===== src/rtl/serial_frame_pkg.sv =====
// Shared types and defaults for the serial frame receiver.
// rx_state_t FSM encoding, default frame geometry, idle line level.
package serial_frame_pkg;

  localparam int DEF_CLKS_PER_BIT = 16;
  localparam int DEF_DATA_BITS    = 8;
  localparam logic IDLE_LEVEL     = 1'b1;

  typedef enum logic [2:0] {
    IDLE,
    START,
    DATA,
    PARITY,
    STOP,
    BREAK
  } rx_state_t;

endpackage


===== src/rtl/serial_frame_rx_sync_2ff.sv =====
// sync_2ff: two-flop synchronizer for an asynchronous single-bit input.
// Ports: clk, rst_n (async, active low), d (async in), q (synced out).
module sync_2ff #(
  parameter logic RST_VAL = 1'b0
) (
  input  logic clk,
  input  logic rst_n,
  input  logic d,
  output logic q
);

  logic meta;

  always_ff @(posedge clk or negedge rst_n) begin
    if (!rst_n) begin
      meta <= RST_VAL;
      q    <= RST_VAL;
    end else begin
      meta <= d;
      q    <= meta;
    end
  end

endmodule


===== src/rtl/serial_frame_rx.sv =====
// serial_frame_rx: start/data/stop serial receiver with valid/ready output.
// Ports: clk, rst_n, rx_in; rx_data/rx_valid/rx_ready handshake;
// frame_err, overrun pulses; busy. Option: SERIAL_FRAME_RX_PARITY_EN.
module serial_frame_rx
  import serial_frame_pkg::*;
#(
  parameter int CLKS_PER_BIT = DEF_CLKS_PER_BIT,
  parameter int DATA_BITS    = DEF_DATA_BITS
) (
  input  logic                 clk,
  input  logic                 rst_n,
  input  logic                 rx_in,
  output logic [DATA_BITS-1:0] rx_data,
  output logic                 rx_valid,
  input  logic                 rx_ready,
  output logic                 frame_err,
  output logic                 overrun,
  output logic                 busy
);

  localparam int CW = $clog2(CLKS_PER_BIT);
  localparam int IW = $clog2(DATA_BITS + 1);
  localparam logic [CW-1:0] HALF = CW'(CLKS_PER_BIT / 2 - 1);
  localparam logic [CW-1:0] FULL = CW'(CLKS_PER_BIT - 1);
  localparam logic [IW-1:0] LAST = IW'(DATA_BITS - 1);

  rx_state_t            state;
  logic                 ln;
  logic [CW-1:0]        cnt;
  logic [IW-1:0]        idx;
  logic [DATA_BITS-1:0] shreg;
  logic                 tick;
  logic                 par_ok;

  sync_2ff #(
    .RST_VAL(IDLE_LEVEL)
  ) u_sync (
    .clk  (clk),
    .rst_n(rst_n),
    .d    (rx_in),
    .q    (ln)
  );

  assign tick = (cnt == FULL);

`ifdef SERIAL_FRAME_RX_PARITY_EN
  logic par_bad;
  assign par_ok = !par_bad;
`else
  assign par_ok = 1'b1;
`endif

  always_ff @(posedge clk or negedge rst_n) begin
    if (!rst_n) begin
      state     <= IDLE;
      cnt       <= '0;
      idx       <= '0;
      shreg     <= '0;
      rx_data   <= '0;
      rx_valid  <= 1'b0;
      frame_err <= 1'b0;
      overrun   <= 1'b0;
      busy      <= 1'b0;
`ifdef SERIAL_FRAME_RX_PARITY_EN
      par_bad   <= 1'b0;
`endif
    end else begin
      frame_err <= 1'b0;
      overrun   <= 1'b0;
      cnt       <= cnt + CW'(1);
      if (rx_valid && rx_ready)
        rx_valid <= 1'b0;
      unique case (state)
        IDLE: begin
          if (ln != IDLE_LEVEL) begin
            state <= START;
            busy  <= 1'b1;
            cnt   <= '0;
          end
        end
        START: begin
          // mid-start-bit check rejects short glitches
          if (cnt == HALF) begin
            cnt <= '0;
            idx <= '0;
            if (ln == IDLE_LEVEL) begin
              state <= IDLE;
              busy  <= 1'b0;
            end else begin
              state <= DATA;
            end
          end
        end
        DATA: begin
          if (tick) begin
            cnt   <= '0;
            idx   <= idx + IW'(1);
            shreg <= {ln, shreg[DATA_BITS-1:1]};
            if (idx == LAST) begin
`ifdef SERIAL_FRAME_RX_PARITY_EN
              state <= PARITY;
`else
              state <= STOP;
`endif
            end
          end
        end
`ifdef SERIAL_FRAME_RX_PARITY_EN
        PARITY: begin
          if (tick) begin
            cnt     <= '0;
            par_bad <= (^shreg) ^ ln;
            state   <= STOP;
          end
        end
`endif
        STOP: begin
          if (tick) begin
            cnt <= '0;
            if (ln != IDLE_LEVEL) begin
              frame_err <= 1'b1;
              state     <= BREAK;
            end else begin
              state <= IDLE;
              busy  <= 1'b0;
              if (!par_ok) begin
                frame_err <= 1'b1;
              end else if (rx_valid && !rx_ready) begin
                overrun <= 1'b1;
              end else begin
                rx_data  <= shreg;
                rx_valid <= 1'b1;
              end
            end
          end
        end
        BREAK: begin
          if (ln == IDLE_LEVEL) begin
            state <= IDLE;
            busy  <= 1'b0;
          end
        end
        default: begin
          state <= IDLE;
          busy  <= 1'b0;
        end
      endcase
    end
  end

endmodule


===== config.mk =====
export PLATFORM = sky130hd
export DESIGN_NAME = serial_frame_rx
export DESIGN_NICKNAME = d
export VERILOG_FILES = /design/src/rtl/serial_frame_pkg.sv /design/src/rtl/serial_frame_rx_sync_2ff.sv /design/src/rtl/serial_frame_rx.sv
export SDC_FILE = /design/constraint.sdc
export NUM_CORES = 1
export LEC_CHECK = 0
export BUFFER_PORTS_ARGS = -buffer_cell sky130_fd_sc_hd__buf_4
export CAP_MARGIN = 20
export CORE_ASPECT_RATIO = 0.6
export CORE_MARGIN = 1.5
export CORE_UTILIZATION = 28
export CTS_BUF_LIST = sky130_fd_sc_hd__clkbuf_16
export CTS_CLUSTER_SIZE = 20
export DETAILED_ROUTE_END_ITERATION = 10
export GPL_ROUTABILITY_DRIVEN = 1
export GPL_TIMING_DRIVEN = 0
export SLEW_MARGIN = 20
export SYNTH_ARGS = -nofsm -noshare
export SYNTH_HDL_FRONTEND = slang
export SYNTH_SLANG_ARGS = --single-unit

===== constraint.sdc =====
create_clock -name clk -period 4.48 [get_ports clk]
set_input_delay 0.448 -clock clk [delete_from_list [all_inputs] [get_ports clk]]
set_output_delay 0.448 -clock clk [all_outputs]
set_load 0.05 [all_outputs]

==> results.json, run 1 <==
{
  "critPathArrivalTime_ps": 1950,
  "period_share_pct": 40.1,
  "coreArea_um2": 5180,
  "die_w_um": 98.7,
  "yosysUniqueCellTypes": 37,
  "layout_setup_ws_ps": 2680,
  "avgSynthCellArea_um2": 11.9,
  "outcome": "finished clean",
  "root_buffer": "clkbuf_16",
  "placed_cell_area_um2": 1730,
  "ys_seq_elements": 33,
  "viasPerCell": 4.85,
  "grt_pass1_vias": 954,
  "dp_slack_ps": 2680,
  "fin_nets": 157,
  "max_clock_freq_ghz": 0.556,
  "slew_headroom_pct": 69.4,
  "cp_data_required_time_ps": 4640,
  "dieArea_um2": 5960,
  "grt_overflow": 0,
  "drt-total-wl_um": 2850,
  "drtAntennaViolNets": 0,
  "cap_violations": 0,
  "vias": 1057,
  "routedWlPerCell_um": 13.1,
  "dieHeight_um": 60.4,
  "drtIter0Drc": 134,
  "remaining_drc_errors": 0,
  "critPathMaxFanout": 8,
  "syn_nets": 135,
  "rows": 20,
  "drive_gt1_share_pct": 32.2,
  "grt_max_degree": 34,
  "routabilityCongestion": 0.861,
  "cts_hold_buf": 0,
  "layout_min_cycle_time_ps": 1800,
  "insertion_delay_ps": 270,
  "numCtsBuffers": 5,
  "hold_class": "in2async",
  "io_pins": 16,
  "clock_sinks": 33,
  "grt_pass1_wl_um": 4890,
  "maxSlewViolCount": 0,
  "cts_resized": 0,
  "dr.pass1.iters": 6,
  "portBuffers": 15,
  "final_area_um2": 1900,
  "dp_hpwl_um": 1970,
  "final.setup_skew_ps": 6.72,
  "cts_htree_levels": 2,
  "cp-start-kind": "flop",
  "ys.warnings.count": 0,
  "finalHoldViolCount": 0,
  "cp-end-kind": "flop",
  "power_density_nw_per_um2": 474,
  "power.leakage_uw": 0.000945,
  "setup_tns_ps": 0,
  "diodes": 0,
  "antenna_found_initial": 0,
  "grt_use_total_pct": 10.9,
  "synthCells": 129,
  "cts.clk_slew.worst_paths_ps": 50,
  "syn_area_um2": 1540,
  "cts_tree": "done",
  "ys_seq_area_share_pct": 53.9,
  "rsz0062_at_grt": "false",
  "vdd_drop_max_v": 0.000189,
  "clock_path_buffers": 2,
  "setup_viol": 0,
  "postCtsSetupBuffers": 0,
  "rrSetupSlack_ps": 2680,
  "worst_slew_pin_slew_ps": 459,
  "worstSetupPathType": "reg2reg",
  "area_growth_pct": 23.3,
  "start_util_pct": 29.7
}
## report_power, final
part	internal (uW)	leakage [uW]	switching, uW
Clock	258	0.0000826	122
Sequential	327	0.000442	23.2
Combinational	63.7	0.000420	106
Total	649	0.000945	251
## cell type report
class                           instances  area, um2
Buffer                                  8       58.8
Clock buffer                            5        125
Tap cell                               66       82.6
Sequential cell                        33        828
Timing Repair Buffer                   15        113
Inverter                                6       22.5
Fill cell                             516       3280
Multi-Input combinational cell         82        628
Clock inverter                          3       37.5
## synth_stat cells
cell	count	area, um2
dfrtp_1	31	776
and3_1	2	12.5
and2_1	1	6.26
clkbuf_1	2	7.51
nand2b_4	1	13.8
nand2_1	9	33.8
nand4_1	2	12.5
or2b_1	1	7.51
nand3_1	4	20.0
o21a_1	1	7.51
nor4b_1	2	17.5
a221oi_1	2	17.5
and3b_1	1	8.76
nor2b_1	1	6.26
o41ai_1	1	8.76
o21ai_0	7	35.0
inv_1	6	22.5
mux2_4	8	120
nor3_1	3	15.0
nand3_2	1	10.0
o211a_1	1	10.0
buf_2	2	10.0
buf_4	1	7.51
xor2_1	1	8.76
buf_6	3	33.8
nor2_1	10	37.5
ha_1	2	25.0
and3b_2	1	10.0
nor4_1	1	6.26
o22ai_1	1	6.26
mux2_2	8	90.1
a21oi_1	5	25.0
nor3b_1	1	7.51
nand4_4	1	21.3
mux2i_1	1	10.0
o311ai_0	2	17.5
dfstp_2	2	52.6
## routing by layer
| metal | wire length, um | vias up | track usage (%) |
|---|---|---|---|
| met5 | 0 | - | 0 |
| met4 | 39 | 0 | 4.90 |
| met3 | 216 | 4 | 3.92 |
| met2 | 1060 | 41 | 13.2 |
| met1 | 1530 | 511 | 16.7 |
| li1 | - | 501 | - |
## kinds of logic after synthesis
| group | share of synthesized area (%) |
|---|---|
| multiplexers | 14.3 |
| adder cells (fa/ha/maj) | 1.63 |
| XOR/XNOR | 0.570 |
| buffers and inverters | 5.29 |
| AO/OA/AOI/OAI | 8.30 |
| AND/OR/NAND/NOR | 16.0 |
| flip-flops | 53.9 |
## worst max-delay path, stage by stage (launching register included)
cell      delay (ps)
dfrtp_1          390
ha_1             260
and3_1           210
buf_6            130
nand4_4           90
nand2b_4         130
buf_6            160
mux2_4           310
## final timing paths
check,endpoint,startpoint,cells past startpoint
setup / recovery,rx_data[6],cnt[0],7
hold / removal,idx[2],rst_n,1
setup reg to reg,rx_data[6],cnt[0],7
hold reg to reg,u_sync.q,u_sync.meta,0
max in group asynchronous,u_sync.meta,rst_n,1
min in group clk,u_sync.meta,rx_in,1
## metrics by stage
stage	hold slack, ps	power, uW	utilization (%)	cells
after floorplan	152	478	-	129
after global placement	347	523	33.5	210
after detailed placement	348	524	33.5	210
after CTS	131	906	36.6	218
after global routing	156	952	36.6	218
final	114	899	36.6	218
## registers in the layout, indices dropped and copies added (netlist names), 3 cells and up
register,cells
idx,4
state,3
rx_data,8
shreg,8
cnt,4
## cell usage in the layout, fill, tap and decap left out, types with 2 or more instances in the layout
master	Yosys	final
and3_1	2	2
clkbuf_1	2	2
buf_6	3	3
nor4b_1	2	2
nand2_1	9	9
mux2_4	8	8
nor2_1	10	10
nor3_1	3	3
nand4_1	2	2
ha_1	2	2
inv_1	6	7
nand3_1	4	4
o311ai_0	2	2
dfstp_2	2	2
a21oi_1	5	5
buf_4	1	16
a221oi_1	2	2
dfrtp_1	31	31
mux2_2	8	8
clkbuf_16	0	5
o21ai_0	7	7
buf_2	2	2
Note: power is estimated with default switching activity, not from simulation.
==> inputs of run 2 (changes only) <==
==> constraint.sdc (replaced) <==
create_clock -name clk -period 1.4 [get_ports clk]
set_input_delay 0.14 -clock clk [delete_from_list [all_inputs] [get_ports clk]]
set_output_delay 0.14 -clock clk [all_outputs]
set_load 0.05 [all_outputs]
==> results.json, run 2 (synthesis results as in run 1) <==
{
  "outcome": "finished with violations",
  "violations": "setup timing",
  "grt_pass1_wl_um": 5300,
  "dr.pass1.iters": 6,
  "fin_nets": 166,
  "setup_viol": 22,
  "mostFrequentLayoutCell": "dfrtp_1",
  "io_pins": 16,
  "cp_data_required_time_ps": 1560,
  "final_cell_mix": "dfrtp_1 (31), buf_4 (23), nor2_1 (9)",
  "diodes": 0,
  "p_sw_uw": 922,
  "dp_hpwl_um": 1980,
  "power.leakage_uw": 0.000999,
  "maxSlewViolCount": 0,
  "slew_headroom_pct": 64.2,
  "finalPower_uw": 3000,
  "rsz0062_at_grt": "true",
  "insertion_delay_ps": 280,
  "area_growth_pct": 34.2,
  "coreArea_um2": 5180,
  "placed_cells": 210,
  "grt_pass1_vias": 1089,
  "vdd_drop_max_v": 0.000564,
  "cts.clk_slew.worst_paths_ps": 50,
  "cts_htree_levels": 2,
  "die_w_um": 98.7,
  "cts_tree": "done",
  "critPathTopFamily": "simple AND/OR/NAND/NOR gates",
  "root_buffer": "clkbuf_16",
  "dieArea_um2": 5960,
  "hold_class": "in2reg",
  "slowest_stage": "dfrtp_1",
  "viasPerCell": 4.65,
  "clkPwrFrac_pct": 34.1,
  "layout_setup_ws_ps": -157,
  "cp-start-kind": "flop",
  "grt_max_degree": 34,
  "drtAntennaViolNets": 0,
  "crit_chain": "ha_4 -> and3_4 -> nand4_4 -> nand2b_4 -> mux2_4",
  "p_int_uw": 2080,
  "cap_violations": 0,
  "critPathMaxFanout": 8,
  "vias": 1056,
  "drtIter0Drc": 58,
  "antenna_found_initial": 0,
  "numCtsBuffers": 5,
  "reg_top3": "rx_data: 8 flops, shreg: 8 flops",
  "seq_power_share_pct": 38.0,
  "rows": 20,
  "remaining_drc_errors": 0,
  "power_density_nw_per_um2": 1450,
  "start_util_pct": 29.7,
  "max_stage_delay_ps": 390,
  "drive_gt1_share_pct": 44.1,
  "finalNonFillerCells": 227,
  "hold_ws_ps": 195,
  "final_area_um2": 2060,
  "power_frac_comb_pct": 27.9,
  "portBuffers": 15,
  "clock_sinks": 33,
  "swShare_pct": 30.7,
  "crit_buf_inv": 0,
  "worst_slew_pin_slew_ps": 529,
  "max_clock_freq_ghz": 0.642,
  "grt_overflow": 0,
  "period_share_pct": 111,
  "dieHeight_um": 60.4,
  "cp-end-kind": "flop",
  "routedWlPerCell_um": 13.7,
  "finalHoldViolCount": 0,
  "drt-total-wl_um": 3110,
  "grt_use_total_pct": 12.2,
  "critPathArrivalTime_ps": 1720,
  "routabilityCongestion": 0.860,
  "final.setup_skew_ps": 2.38,
  "placed_cell_area_um2": 1760,
  "worstSetupPathType": "reg2reg",
  "clock_path_buffers": 2,
  "layout_min_cycle_time_ps": 1560
}
run 2: cell types whose count changed in the layout (fill, tap and decap cells not counted), sizes merged:
cell	change
bufinv	-1
buf	+9
clkbuf	-2
inv	-1
dlygate4sd3	+2
clkinv	+2
run 2: cell type report:
cell class,count,area [um2]
inverters,6,22.5
well taps,66,82.6
repair buffers,26,215
plain buffers,6,43.8
fillers,492,3120
clock buffers,5,125
multi-input cells,82,733
flip-flops and latches,33,828
clock inverters,3,12.5
run 2: what timing repair did:
| item | 4_1_cts | 5_1_grt |
|---|---|---|
| resized for setup | 16 | 15 |
| hold endpoints to repair | 32 | 0 |
| hold buffers | 2 | 0 |
| setup endpoints to repair | 25 | 26 |
| buffers inserted | 7 | 2 |
| pin swaps | 5 | 7 |
run 2: per-layer routing:
metal  up-vias  global-route usage, %  part of all wire [%]
met3         6                   5.41                   6.3
li1        520                      -                     -
met2        27                   16.9                    41
met5         -                      0                     0
met4         0                   6.73                   2.2
met1       503                   16.0                    51
run 2: through the flow:
step	TNS, ps	setup slack, ps	utilization, %
3_3_place_gp	-4470	-261	34.0
5_1_grt	-4850	-239	39.8
4_1_cts	-2470	-167	38.7
2_1_floorplan	-2040	-177	-
6_report	-2300	-157	39.8
3_5_place_dp	-4540	-286	34.0
run 2: path summary, 6_finish.rpt:
kind,from,end,slack [ps],cells past startpoint
min in group asynchronous,rst_n,cnt[0],340,2
max reg2reg,cnt[0],rx_data[6],-160,5
min,rx_ready,overrun,200,3
min reg2reg,u_sync.meta,u_sync.q,360,0
max in group asynchronous,rst_n,u_sync.meta,730,2
max,cnt[0],rx_data[6],-160,5
run 2: worst register-to-register path: stages (launching register included):
cell and delay [ps]:
dfrtp_1 390, ha_4 180, and3_4 230, nand4_4 80
nand2b_4 230, mux2_4 330
run 2: power by group through the flow:
stage	clock [uW]	sequential [uW]	combinational [uW]
final	1020	1140	837
after global routing	1120	1150	931
after CTS	1070	1140	775
after detailed placement	0	1160	582
after global placement	0	1150	580
after floorplan	0	1180	390
